==> src/rtl/snake_pkg.sv <==
// Shared types and default timing constants for the Snake game controller.
package snake_pkg;

  typedef enum logic [1:0] {
    IDLE      = 2'd0,
    PLAYING   = 2'd1,
    PAUSED    = 2'd2,
    GAME_OVER = 2'd3
  } game_state_t;

  localparam int unsigned TICK_BASE = 25_000_000;
  localparam int unsigned TICK_MIN  = 5_000_000;
  localparam int unsigned TICK_STEP = 250_000;
  localparam int unsigned OVER_HOLD = 100_000_000;
  localparam int unsigned BLINK_DIV = 12_500_000;

endpackage

==> src/rtl/snake_tick_gen.sv <==
// Programmable-period pulse divider for the snake movement tick.
module snake_tick_gen (
  input  logic        clk,
  input  logic        rst_n,
  input  logic        run,
  input  logic        clear,
  input  logic [31:0] period,
  output logic        tick
);

  logic [31:0] cnt;
  logic        at_end;

  // A period shrink below the current count fires on the next run cycle.
  assign at_end = (cnt + 32'd1) >= period;

  always_ff @(posedge clk or negedge rst_n) begin
    if (!rst_n) begin
      cnt  <= '0;
      tick <= 1'b0;
    end else if (clear) begin
      cnt  <= '0;
      tick <= 1'b0;
    end else if (run) begin
      if (at_end) begin
        cnt  <= '0;
        tick <= 1'b1;
      end else begin
        cnt  <= cnt + 32'd1;
        tick <= 1'b0;
      end
    end else begin
      tick <= 1'b0;
    end
  end

endmodule

==> src/rtl/snake_game_ctrl.sv <==
// Snake game sequencer: game FSM, score-dependent move tick, hit qualification
// and game-over display blink.
module snake_game_ctrl #(
  parameter int unsigned SCORE_W   = 8,
  parameter int unsigned TICK_BASE = snake_pkg::TICK_BASE,
  parameter int unsigned TICK_MIN  = snake_pkg::TICK_MIN,
  parameter int unsigned TICK_STEP = snake_pkg::TICK_STEP,
  parameter int unsigned OVER_HOLD = snake_pkg::OVER_HOLD,
  parameter int unsigned BLINK_DIV = snake_pkg::BLINK_DIV
) (
  input  logic               clk,
  input  logic               rst_n,
  input  logic               start_btn,
  input  logic               pause_btn,
  input  logic               apple_hit,
  input  logic               wall_hit,
  input  logic               self_hit,
  input  logic [SCORE_W-1:0] score,
  output logic               move_tick,
  output logic               apple_eaten,
  output logic               collision,
  output logic               game_active,
  output logic               game_over,
  output logic               blink,
  output logic [1:0]         state
);

  import snake_pkg::*;

  localparam logic [31:0] HOLD_LAST  = 32'(OVER_HOLD - 1);
  localparam logic [31:0] BLINK_LAST = 32'(BLINK_DIV - 1);
  localparam logic [31:0] DEC_MAX    = 32'(TICK_BASE - TICK_MIN);

  game_state_t state_q, state_d;

  logic start_prev, pause_prev, apple_prev;
  logic start_rise, pause_rise, apple_rise, coll_lvl;

  logic [31:0] hold_q, hold_d;
  logic [31:0] bcnt_q, bcnt_d;
  logic        blink_q, blink_d;
  logic        apple_d, coll_d;

  logic [31:0] dec;
  logic [31:0] period;
  logic        tick_run, tick_clear;

  assign start_rise = start_btn & ~start_prev;
  assign pause_rise = pause_btn & ~pause_prev;
  assign apple_rise = apple_hit & ~apple_prev;
  assign coll_lvl   = wall_hit | self_hit;

  // Clamp the reduction before subtracting so the period never underflows.
  assign dec    = 32'(score) * TICK_STEP;
  assign period = (dec >= DEC_MAX) ? 32'(TICK_MIN) : (32'(TICK_BASE) - dec);

  // Count only while staying in PLAYING, so the pause-edge cycle freezes the
  // count where it was sampled and resume picks up from that value.
  assign tick_run   = (state_q == PLAYING) && (state_d == PLAYING);
  assign tick_clear = (state_q == IDLE) || (state_q == GAME_OVER);

  snake_tick_gen u_tick (
    .clk    (clk),
    .rst_n  (rst_n),
    .run    (tick_run),
    .clear  (tick_clear),
    .period (period),
    .tick   (move_tick)
  );

  always_ff @(posedge clk or negedge rst_n) begin
    if (!rst_n) begin
      start_prev <= 1'b1;
      pause_prev <= 1'b1;
      apple_prev <= 1'b1;
    end else begin
      start_prev <= start_btn;
      pause_prev <= pause_btn;
      apple_prev <= apple_hit;
    end
  end

  always_comb begin
    state_d = state_q;
    apple_d = 1'b0;
    coll_d  = 1'b0;
    hold_d  = hold_q;
    bcnt_d  = bcnt_q;
    blink_d = blink_q;
    unique case (state_q)
      IDLE: begin
        blink_d = 1'b1;
        if (start_rise) state_d = PLAYING;
      end
      PLAYING: begin
        if (coll_lvl) begin
          coll_d  = 1'b1;
          state_d = GAME_OVER;
          hold_d  = '0;
          bcnt_d  = '0;
          blink_d = 1'b0;
        end else if (pause_rise) begin
          state_d = PAUSED;
        end else if (apple_rise) begin
          apple_d = 1'b1;
        end
      end
      PAUSED: begin
        if (pause_rise) state_d = PLAYING;
      end
      GAME_OVER: begin
        if (hold_q != HOLD_LAST) hold_d = hold_q + 32'd1;
        if (bcnt_q == BLINK_LAST) begin
          bcnt_d  = '0;
          blink_d = ~blink_q;
        end else begin
          bcnt_d = bcnt_q + 32'd1;
        end
        if (start_rise && (hold_q == HOLD_LAST)) begin
          state_d = PLAYING;
          hold_d  = '0;
          bcnt_d  = '0;
          blink_d = 1'b1;
        end
      end
      default: state_d = IDLE;
    endcase
  end

  always_ff @(posedge clk or negedge rst_n) begin
    if (!rst_n) begin
      state_q     <= IDLE;
      hold_q      <= '0;
      bcnt_q      <= '0;
      blink_q     <= 1'b1;
      apple_eaten <= 1'b0;
      collision   <= 1'b0;
      game_active <= 1'b0;
      game_over   <= 1'b0;
    end else begin
      state_q     <= state_d;
      hold_q      <= hold_d;
      bcnt_q      <= bcnt_d;
      blink_q     <= blink_d;
      apple_eaten <= apple_d;
      collision   <= coll_d;
      game_active <= (state_d == PLAYING);
      game_over   <= (state_d == GAME_OVER);
    end
  end

  assign state = state_q;
  assign blink = blink_q;

endmodule

==> config.mk <==
export PLATFORM = sky130hd
export DESIGN_NAME = snake_game_ctrl
export DESIGN_NICKNAME = d
export VERILOG_FILES = /design/src/rtl/snake_pkg.sv /design/src/rtl/snake_tick_gen.sv /design/src/rtl/snake_game_ctrl.sv
export SDC_FILE = /design/constraint.sdc
export NUM_CORES = 1
export LEC_CHECK = 0
export CELL_PAD_IN_SITES_DETAIL_PLACEMENT = 0
export CELL_PAD_IN_SITES_GLOBAL_PLACEMENT = 1
export CORE_ASPECT_RATIO = 1.2
export CORE_MARGIN = 4
export CORE_UTILIZATION = 50
export CTS_CLUSTER_DIAMETER = 120
export DETAILED_ROUTE_END_ITERATION = 8
export PLACE_DENSITY_LB_ADDON = 0.1
export SLEW_MARGIN = 40
export SYNTH_ARGS = -nofsm -noshare
export SYNTH_HDL_FRONTEND = slang
export SYNTH_SLANG_ARGS = --single-unit
export TNS_END_PERCENT = 1
==> constraint.sdc <==
create_clock -name clk -period 5.94 [get_ports clk]
set_input_delay 1.485 -clock clk [delete_from_list [all_inputs] [get_ports clk]]
set_output_delay 1.485 -clock clk [all_outputs]
set_load 0.005 [all_outputs]
==> impl_metrics.yaml, run 1 <==
outcome:
  outcome: "finished, violations left"
  violations: "setup timing"
placement:
  routabilityCongestion: 0.784
  portBuffers: 22
  place_hpwl_mm: 14.9
pwr:
  pwr-share-clk_pct: 14.2
  combPwrFrac_pct: 66.1
  power_switching_share_pct: 43.2
  p_sw_w: 0.00177
  intPower_w: 0.00233
  leakagePower_nw: 4.97
  p_per_area_mw_per_mm2: 386
  p_total_w: 0.00410
  power_frac_seq_pct: 19.8
  ir_worst_vdd_mv: 0.187
worst_setup_path:
  worstPathArrival_ns: 7.20
  crit_required_ns: 6.22
  crit_type: "input pin to flop"
  worst-path-max-fanout: 8
  endpoint_kind: "flop"
  crit_path_start_kind: "input pin"
global_routing:
  grt-ovfl-total: 0
  grt_first_pass_wirelength_mm: 34.7
  grt_usage_pct: 21.0
  grt_pass1_vias: 7398
  antenna_found_initial: 0
  grt_max_degree: 68
route:
  num_vias: 7337
  drt-vias-per-instance: 5.49
  drt_pass1_iterations: 4
  drtIter0Drc: 440
  wl_per_cell_um: 15.0
  drtAntennaViolNets: 0
  drc: 0
  routed_wl_mm: 20.1
yosys:
  synth_seq_cells: 107
  yosys_warnings: 0
  netlist_instances: 979
  yosysUniqueCellTypes: 75
  synth_edf_count: 0
  synth_area_leaders: "dfrtp_1, ha_1, xor2_1"
  yosys-top-cells-count: "dfrtp_1, nor2_1, nand2_1, ha_1, inv_1"
  yosysTopAreaCellShare_pct: 29.7
  syn_area_per_cell_um2: 8.87
  yosysTopAreaCell: "dfrtp_1"
  synthArstFlopShare_pct: 100
  synth.yosys.seq_area_share_pct: 30.9
  ys.flop_type: "dfrtp_1"
  syn-cell-area_mm2: 0.00868
  synth_most_common_cell: "dfrtp_1"
clock_network:
  cts_buffer_depth: 2
  cts_sinks: 107
  clkTransAtPathRegs_ns: 0.07
  cts_made_buffers: 9
  clockRootBuffer: "clkbuf_16"
  insertion_delay_ns: 0.35
  htreeDepth: 3
  cts_tree: "done"
timing:
  drv_slew: 0
  worstMarginPinSlew_ns: 0.761
  worst_slack_ns: -0.977
  rsz0062_at_grt: "yes"
  finalSetupViolations: 33
  hold_viol_final: 0
  fin_skew_ns: 0.0134
  slew_headroom_pct: 49.3
  tns_ns: -30.95
  finalCritPeriodShare_pct: 116
  finalCriticalPeriod_ns: 6.92
  whs_ns: 0.488
  max_freq_mhz: 145
final_layout:
  syn_to_final_growth_pct: 22.1
  multiInputGateArea_mm2: 0.00599
  drive_gt1_share_pct: 19.2
  final_nets: 1240
  antenna_cells: 0
  seqCellArea_mm2: 0.00268
  fillCellCount: 1515
floorplan:
  die_x_um: 128
  core_mm2: 0.0170
  die_h_um: 152
  rows: 52
  ios: 23
  start_util_pct: 51.1
  die-area_mm2: 0.0196
job:
  drv_cap: 0
hold_path:
  min_path_type: "flop to flop"
## path summary, 6_finish.rpt
check	startpoint	end	slack, ns	cells after the start
max reg2reg	u_tick.cnt[0]$_DFFE_PN0P_	u_tick.cnt[19]$_DFFE_PN0P_	2.00	16
min reg2reg	hold_q[24]$_DFFE_PN0P_	hold_q[24]$_DFFE_PN0P_	0.49	1
min in group asynchronous	rst_n	hold_q[26]$_DFFE_PN0P_	1.11	1
max in group asynchronous	rst_n	bcnt_q[29]$_DFFE_PN0P_	3.84	2
max	score[2]	u_tick.cnt[16]$_DFFE_PN0P_	-0.98	25
min	hold_q[24]$_DFFE_PN0P_	hold_q[24]$_DFFE_PN0P_	0.49	1
## per-layer routing
| metal | up-vias | GRT usage, % | wire, um |
|---|---|---|---|
| met5 | - | 0 | 0 |
| met4 | 0 | 5.76 | 264 |
| met2 | 71 | 36.8 | 10300 |
| met1 | 3507 | 27.6 | 9150 |
| met3 | 18 | 2.10 | 405 |
| li1 | 3741 | - | - |
## cells by family (layout without fill, tap and decap cells)
group                      count (synthesis)  after routing  synth area share [%]
muxes                                      1              1                 0.115
buffers and inverters                     90            221                  4.25
DFF                                      107            107                  30.9
AOI/OAI and AO/OA                        170            171                  14.1
and+or+nand+nor                          396            400                  22.8
other                                      1              7                0.0432
xor gates and xnor gates                 105            105                  10.6
adders and majority gates                109            109                  17.2
## worst max-delay path, cell delays in order
cell      delay [ns]
buf_6           0.10
fa_1            0.50
ha_1            0.31
inv_2           0.04
fa_1            0.45
fa_1            0.53
inv_2           0.05
ha_4            0.16
or3_4           0.38
o32ai_4         0.27
nor4b_2         0.09
a211o_1         0.30
o22ai_2         0.17
a32o_2          0.35
nand2_4         0.07
ha_4            0.22
nor2b_1         0.12
o21a_1          0.17
o21a_1          0.18
o311ai_2        0.30
a311oi_2        0.15
o21ai_2         0.28
buf_4           0.18
and2_4          0.17
a32o_1          0.16
## flip-flops by register name, summed over array words and instances, names as in the netlist
signal,flops
apple_eaten,1
apple_prev,1
bcnt_q,32
blink,1
collision,1
game_active,1
game_over,1
hold_q,32
pause_prev,1
start_prev,1
state,2
u_tick.cnt,32
u_tick.tick,1
## final cells by class
cell class                 instances  area share, %
clock buffer                      11           2.29
tap                              216           2.55
timing repair buffer             145           10.8
sequential                       107           25.3
clock inverter                     5          0.436
multi-input combinational        793           56.5
inverter                          60           2.12
## what timing repair did
| item | 4_1_cts | 5_1_grt |
|---|---|---|
| cloned | 5 | 0 |
| hold buffers | 0 | 0 |
| pin swaps | 41 | 30 |
| endpoints found under the setup margin | 33 | 33 |
| resized for setup | 57 | 18 |
| buffers inserted | 11 | 6 |
## power by group through the flow
stage          Combinational (W)  Clock, W  Sequential, W
5_1_grt                  0.00299  0.000631       0.000816
3_3_place_gp             0.00235         0       0.000821
6_report                 0.00271  0.000581       0.000810
3_5_place_dp             0.00238         0       0.000824
2_1_floorplan            0.00157         0       0.000814
4_1_cts                  0.00265  0.000598       0.000810
## metrics by stage
stage	cell area (um2)	utilization, %	setup slack, ns	std cells
finish	10600	62.5	-0.977	1337
global route	10600	62.5	-1.25	1337
CTS	10500	61.8	-1.08	1331
detailed placement	9940	58.5	-2.06	1299
global placement	9930	58.5	-1.85	1299
floorplan	8820	-	-1.01	985
## layout by cell type, fill, tap and decap left out, types with 25 or more instances in the layout
cell type / n
buf_4: 119
and3_1: 29
xor2_1: 57
nor2_1: 96
inv_1: 55
ha_1: 84
xnor2_1: 47
o21ai_0: 25
nand3_1: 47
dfrtp_1: 103
nand2_1: 94
nand4_1: 26
No activity file was read; power rests on OpenSTA's default activity.
==> inputs of run 2 (changes only) <==
--- a/config.mk
+++ b/config.mk
@@ -12,6 +12,7 @@
 export CORE_UTILIZATION = 50
 export CTS_CLUSTER_DIAMETER = 120
 export DETAILED_ROUTE_END_ITERATION = 8
+export DONT_BUFFER_PORTS = 1
 export PLACE_DENSITY_LB_ADDON = 0.1
 export SLEW_MARGIN = 40
 export SYNTH_ARGS = -nofsm -noshare
==> run 2 against run 1 <==
Compared with the run above:
- the run still ends with setup timing left
- core utilization down 3.5 points
- global-route usage down 0.14 points
- count of clock-buffer cells in the layout unchanged
- combinational power down 9.6%
- register-to-register slack worse by 0.07 ns
- die area unchanged
- via count down 2.9%
- non-clock buffer count down 53
- sequential share of layout area up 1.5 points
- maximum frequency up 0.91%
- sequential cell count unchanged
- largest cell class unchanged
- largest power group unchanged
==> impl_metrics.yaml, run 2 (same netlist as run 1, synthesis figures left out) <==
final_layout:
  drive_gt1_share_pct: 14.4
  mostFrequentLayoutCells: "dfrtp_1, nor2_1, nand2_1"
  syn_to_final_growth_pct: 15.2
  instances_no_fill: 1279
  final_nets: 1183
  fillCellCount: 1542
  reg_top3: "bcnt_q: 32 flops, hold_q: 32 flops, u_tick.cnt: 32 flops"
  finalInstanceArea_mm2: 0.0100
  final_common_cell: "dfrtp_1"
  antenna_cells: 0
timing:
  slew_headroom_pct: 42.9
  tns_ns: -28.91
  fin_skew_ns: 0.0162
  drv_slew: 0
  max_freq_mhz: 146
  rsz0062_at_grt: "yes"
  worst_slack_ns: -0.915
  worstMarginPinSlew_ns: 0.856
  hold_viol_final: 0
  finalSetupViolations: 33
  finalCritPeriodShare_pct: 115
  whs_ns: 0.494
  finalCriticalPeriod_ns: 6.85
worst_setup_path:
  crit_type: "input pin to flop"
  path_common_cell: "fa_1"
  endpoint_kind: "flop"
  worst-path-max-fanout: 21
  slowest_delay_ns: 0.52
  crit_path_cell_trace: "fa_1 -> ha_1 -> fa_1 -> inv_1 -> fa_1 -> inv_1 -> ha_2 -> and4_4 -> a221oi_4 -> nor4b_2 -> a211o_1 -> o22ai_2 -> a32o_2 -> and3_4 -> ha_4 -> and3_4 -> nand3_2 -> a21oi_1 -> o311ai_2 -> a311oi_1 -> o21ai_1 -> and2_4 -> a32o_1"
  critPathBufInv: 2
  worstPathArrival_ns: 7.10
  path_delay_family: "adder cells"
  crit_required_ns: 6.18
  crit_path_start_kind: "input pin"
  critical-path-slowest-cell: "fa_1"
placement:
  place_hpwl_mm: 14.7
  portBuffers: 0
  place_area_mm2: 0.00959
  dp_cells: 1261
  routabilityCongestion: 0.823
outcome:
  outcome: "finished, violations left"
  violations: "setup timing"
clock_network:
  cts_made_buffers: 9
  htreeDepth: 3
  cts_sinks: 107
  cts_buffer_depth: 2
  clkTransAtPathRegs_ns: 0.07
  insertion_delay_ns: 0.35
  cts_tree: "done"
  postCtsHoldBufs: 0
  clockRootBuffer: "clkbuf_16"
pwr:
  p_sw_w: 0.00168
  power_switching_share_pct: 44.0
  combPwrFrac_pct: 64.0
  p_per_area_mw_per_mm2: 382
  intPower_w: 0.00214
  leakagePower_nw: 4.70
  pwr-share-clk_pct: 14.7
  power_frac_seq_pct: 21.3
  p_total_w: 0.00382
  ir_worst_vdd_mv: 0.182
global_routing:
  grt-ovfl-total: 0
  grt_pass1_vias: 7187
  grt_max_degree: 108
  antenna_found_initial: 0
  grt_usage_pct: 20.9
  grt_first_pass_wirelength_mm: 34.5
route:
  drtIter0Drc: 347
  wl_per_cell_um: 15.4
  num_vias: 7124
  drt_pass1_iterations: 4
  drc: 0
  routed_wl_mm: 19.7
  drtAntennaViolNets: 0
  drt-vias-per-instance: 5.57
floorplan:
  die-area_mm2: 0.0196
  core_mm2: 0.0170
  ios: 23
  rows: 52
  die_x_um: 128
  start_util_pct: 51.1
  die_h_um: 152
hold_path:
  min_path_type: "flop to flop"
job:
  drv_cap: 0
[run 2: what timing repair did]
item,4_1_cts,5_1_grt
gates cloned,1,0
resized for setup,10,13
pin swaps,9,2
buffers inserted,2,0
endpoints found under the setup margin,33,33
[run 2: power groups by stage]
stage               Sequential, W  Combinational (W)  Clock [W]
finish                   0.000814            0.00245   0.000561
detailed placement       0.000829            0.00229          0
global placement         0.000828            0.00227          0
global route             0.000823            0.00272   0.000606
CTS                      0.000814            0.00244   0.000578
floorplan                0.000814            0.00157          0
[run 2: final timing paths]
kind | start | endpoint | slack [ns] | cells past startpoint
max reg2reg | u_tick.cnt[0]$_DFFE_PN0P_ | u_tick.cnt[18]$_DFFE_PN0P_ | 1.93 | 16
min | hold_q[24]$_DFFE_PN0P_ | hold_q[24]$_DFFE_PN0P_ | 0.49 | 1
max in group asynchronous | rst_n | apple_prev$_DFF_PN1_ | 4.88 | 0
min reg2reg | hold_q[24]$_DFFE_PN0P_ | hold_q[24]$_DFFE_PN0P_ | 0.49 | 1
min in group asynchronous | rst_n | hold_q[20]$_DFFE_PN0P_ | 0.82 | 0
max | score[4] | u_tick.cnt[16]$_DFFE_PN0P_ | -0.91 | 23
[run 2: stage by stage]
stage	setup slack [ns]	utilization, %
final	-0.915	58.9
after global routing	-1.16	58.9
after CTS	-0.957	58.7
after detailed placement	-1.56	56.5
after global placement	-1.38	56.5
after floorplan	-1.01	-
[run 2: final cells by class]
type                    count  area (um2)  share of cell area (%)
inverters                  60         225                    2.25
repair buffers             92         694                    6.94
clock inverters             4        36.3                   0.363
flip-flops and latches    107        2680                    26.8
multi-input cells         789        5860                    58.6
clock buffers              11         233                    2.33
well taps                 216         270                    2.70
[run 2: metal layers]
metal,track usage (%),up-vias,part of all wire [%]
li1,-,3630,-
met1,27.8,3384,46
met2,36.0,89,50
met3,2.03,21,2.0
met4,5.97,0,1.9
met5,0,-,0
==> inputs of run 3 (changes only) <==
--- a/config.mk
+++ b/config.mk
@@ -7,7 +7,6 @@
 export LEC_CHECK = 0
 export CELL_PAD_IN_SITES_DETAIL_PLACEMENT = 0
 export CELL_PAD_IN_SITES_GLOBAL_PLACEMENT = 1
-export CORE_ASPECT_RATIO = 1.2
 export CORE_MARGIN = 4
 export CORE_UTILIZATION = 50
 export CTS_CLUSTER_DIAMETER = 120
==> run 3 against run 2 <==
Compared with the run above:
- the flow still finishes with violations (setup timing)
- setup slack better by 0.064 ns
- power up 4.9%
- sequential cell count unchanged
- maximum frequency up 0.94%
- final cell count up 0.86%
- worst hold slack better by 0.0040 ns
- clock skew down 0.0027 ns
- sequential power about the same
- combinational power up 5%
- count of clock-buffer cells in the layout down 2
- non-clock buffer count up 4
- largest power group unchanged
- highest routed layer unchanged
==> impl_metrics.yaml, run 3 (same netlist as run 1, synthesis figures left out) <==
outcome:
  outcome: "finished, violations left"
  violations: "setup timing"
route:
  met2_length_mm: 9.22
  m1WireLength_mm: 9.65
  num_vias: 7155
  met3_wirelength_um: 580
  wl_per_cell_um: 15.2
  dr.max_layer_used: "met4"
  drtIter0Drc: 368
  drtAntennaViolNets: 0
  drt_pass1_iterations: 5
  drt-vias-per-instance: 5.55
  routed_wl_mm: 19.7
  drc: 0
pwr:
  p_total_w: 0.00401
  ir_worst_vdd_mv: 0.221
  power_frac_seq_pct: 20.3
  leakagePower_nw: 4.77
  power_switching_share_pct: 44.2
  intPower_w: 0.00224
  p_per_area_mw_per_mm2: 391
  p_sw_w: 0.00177
  pwr-share-clk_pct: 15.6
  combPwrFrac_pct: 64.0
hold_path:
  worstHoldStart: "hold_q[24]$_DFFE_PN0P_"
  hold-path-endpoint: "hold_q[24]$_DFFE_PN0P_"
  whs_path_depth: 1
  min_path_type: "flop to flop"
worst_setup_path:
  crit_type: "input pin to flop"
  rr_worst_depth: 15
  worstPathArrival_ns: 7.04
  crit_required_ns: 6.19
  r2r-end: "u_tick.cnt[2]$_DFFE_PN0P_"
  endpoint_kind: "flop"
  rr_startpoint: "u_tick.cnt[0]$_DFFE_PN0P_"
  worst-path-max-fanout: 6
  crit_path_start_kind: "input pin"
  r2r_slack_ns: 1.98
floorplan:
  core_mm2: 0.0168
  ios: 23
  die_h_um: 140
  die-area_mm2: 0.0195
  start_util_pct: 51.6
  die_x_um: 140
  rows: 47
timing:
  fin_skew_ns: 0.0135
  worstMarginPinSlew_ns: 0.777
  finalSetupViolations: 33
  finalCritPeriodShare_pct: 114
  rsz0062_at_grt: "yes"
  worst_slack_ns: -0.851
  max_freq_mhz: 147
  hold_viol_final: 0
  slew_headroom_pct: 48.2
  drv_slew: 0
  finalCriticalPeriod_ns: 6.79
  whs_ns: 0.498
final_layout:
  antenna_cells: 0
  fillCellCount: 1519
  mostFrequentLayoutCells: "dfrtp_1, nor2_1, nand2_1"
  reg_top3: "bcnt_q: 32 flops, hold_q: 32 flops, u_tick.cnt: 32 flops"
  finalInstanceArea_mm2: 0.0102
  drive_gt1_share_pct: 16.6
  syn_to_final_growth_pct: 17.9
  multiInputGateArea_mm2: 0.00599
  instances_no_fill: 1290
  seqCellArea_mm2: 0.00268
  final_common_cell: "dfrtp_1"
  final_nets: 1189
clock_network:
  htreeDepth: 3
  cts_buffer_depth: 2
  clkTransAtPathRegs_ns: 0.08
  cts_sinks: 107
  cts_made_buffers: 9
  postCtsHoldBufs: 0
  cts_tree: "done"
  insertion_delay_ns: 0.36
  clockRootBuffer: "clkbuf_16"
placement:
  routabilityCongestion: 0.813
  dp_cells: 1265
  place_area_mm2: 0.00961
  pre_cts_slack_ns: -1.48
  place_hpwl_mm: 14.2
  portBuffers: 0
global_routing:
  grt_first_pass_wirelength_mm: 33.4
  grt_max_degree: 108
  antenna_found_initial: 0
  grt_usage_pct: 20.3
  grt-ovfl-total: 0
  grt_pass1_vias: 6878
job:
  drv_cap: 0
run 3: cell count changes in the layout (fill, tap and decap cells not counted), sizes merged:
cell      previous run  this run
buf                 92        96
nand3               49        50
and2                18        19
clkbuf              11         9
clkinv               1         3
clkinvlp             1         0
inv                 62        64
run 3: through the flow:
| stage | util, % | setup TNS (ns) |
|---|---|---|
| finish | 60.9 | -25.50 |
| global route | 60.9 | -31.25 |
| global placement | 57.1 | -41.61 |
| floorplan | - | -32.66 |
| detailed placement | 57.1 | -46.83 |
| CTS | 60.5 | -25.40 |
run 3: worst max-delay path, stage by stage:
cell and delay (ns):
fa_2 0.62, ha_4 0.22, inv_2 0.05, fa_1 0.42
fa_1 0.50, inv_2 0.05, ha_4 0.25, o21a_4 0.22
a221oi_4 0.39, buf_4 0.18, and4b_1 0.22, o22ai_2 0.12
a32o_2 0.36, and3_4 0.18, ha_4 0.26, and3_4 0.17
nand3_2 0.06, a21oi_2 0.16, o311ai_4 0.12, a311oi_2 0.33
o21ai_2 0.14, buf_6 0.15, buf_6 0.12, a31oi_1 0.17
o22ai_1 0.10
run 3: cell type report:
cell class | instances | area share, %
clock buffers | 9 | 2.20
clock inverters | 7 | 0.867
inverters | 60 | 2.20
multi-input cells | 791 | 58.5
flip-flops and latches | 107 | 26.2
well taps | 220 | 2.69
repair buffers | 96 | 7.39
run 3: layer usage:
metal | up-vias | GRT usage [%]
met5 | - | 0
met1 | 3402 | 28.3
met3 | 16 | 3.36
li1 | 3636 | -
met2 | 101 | 33.1
met4 | 0 | 4.90
run 3: power groups by stage:
stage / sequential, W / combinational [W] / clock [W]
2_1_floorplan: 0.000814 / 0.00157 / 0
5_1_grt: 0.000824 / 0.00284 / 0.000672
6_report: 0.000816 / 0.00257 / 0.000627
3_3_place_gp: 0.000829 / 0.00226 / 0
3_5_place_dp: 0.000830 / 0.00227 / 0
4_1_cts: 0.000816 / 0.00251 / 0.000642
run 3: worst max-delay path by stage:
stage                   from                          to  slack, ns  cells past startpoint
global placement    score[4]  u_tick.cnt[29]$_DFFE_PN0P_      -1.31                     24
global route        score[4]   u_tick.cnt[2]$_DFFE_PN0P_      -1.02                     25
floorplan           score[4]   u_tick.cnt[2]$_DFFE_PN0P_      -1.01                     26
finish              score[4]   u_tick.cnt[2]$_DFFE_PN0P_      -0.85                     25
CTS                 score[2]   u_tick.cnt[2]$_DFFE_PN0P_      -0.84                     25
detailed placement  score[4]  u_tick.cnt[29]$_DFFE_PN0P_      -1.48                     24
run 3: repair_timing:
action                     in CTS  in global routing
pin swaps                      34                 13
hold endpoints to repair        0                  0
buffers inserted                6                  0
setup endpoints to repair      33                 33
resized for setup              29                 11
gates cloned                    3                  0
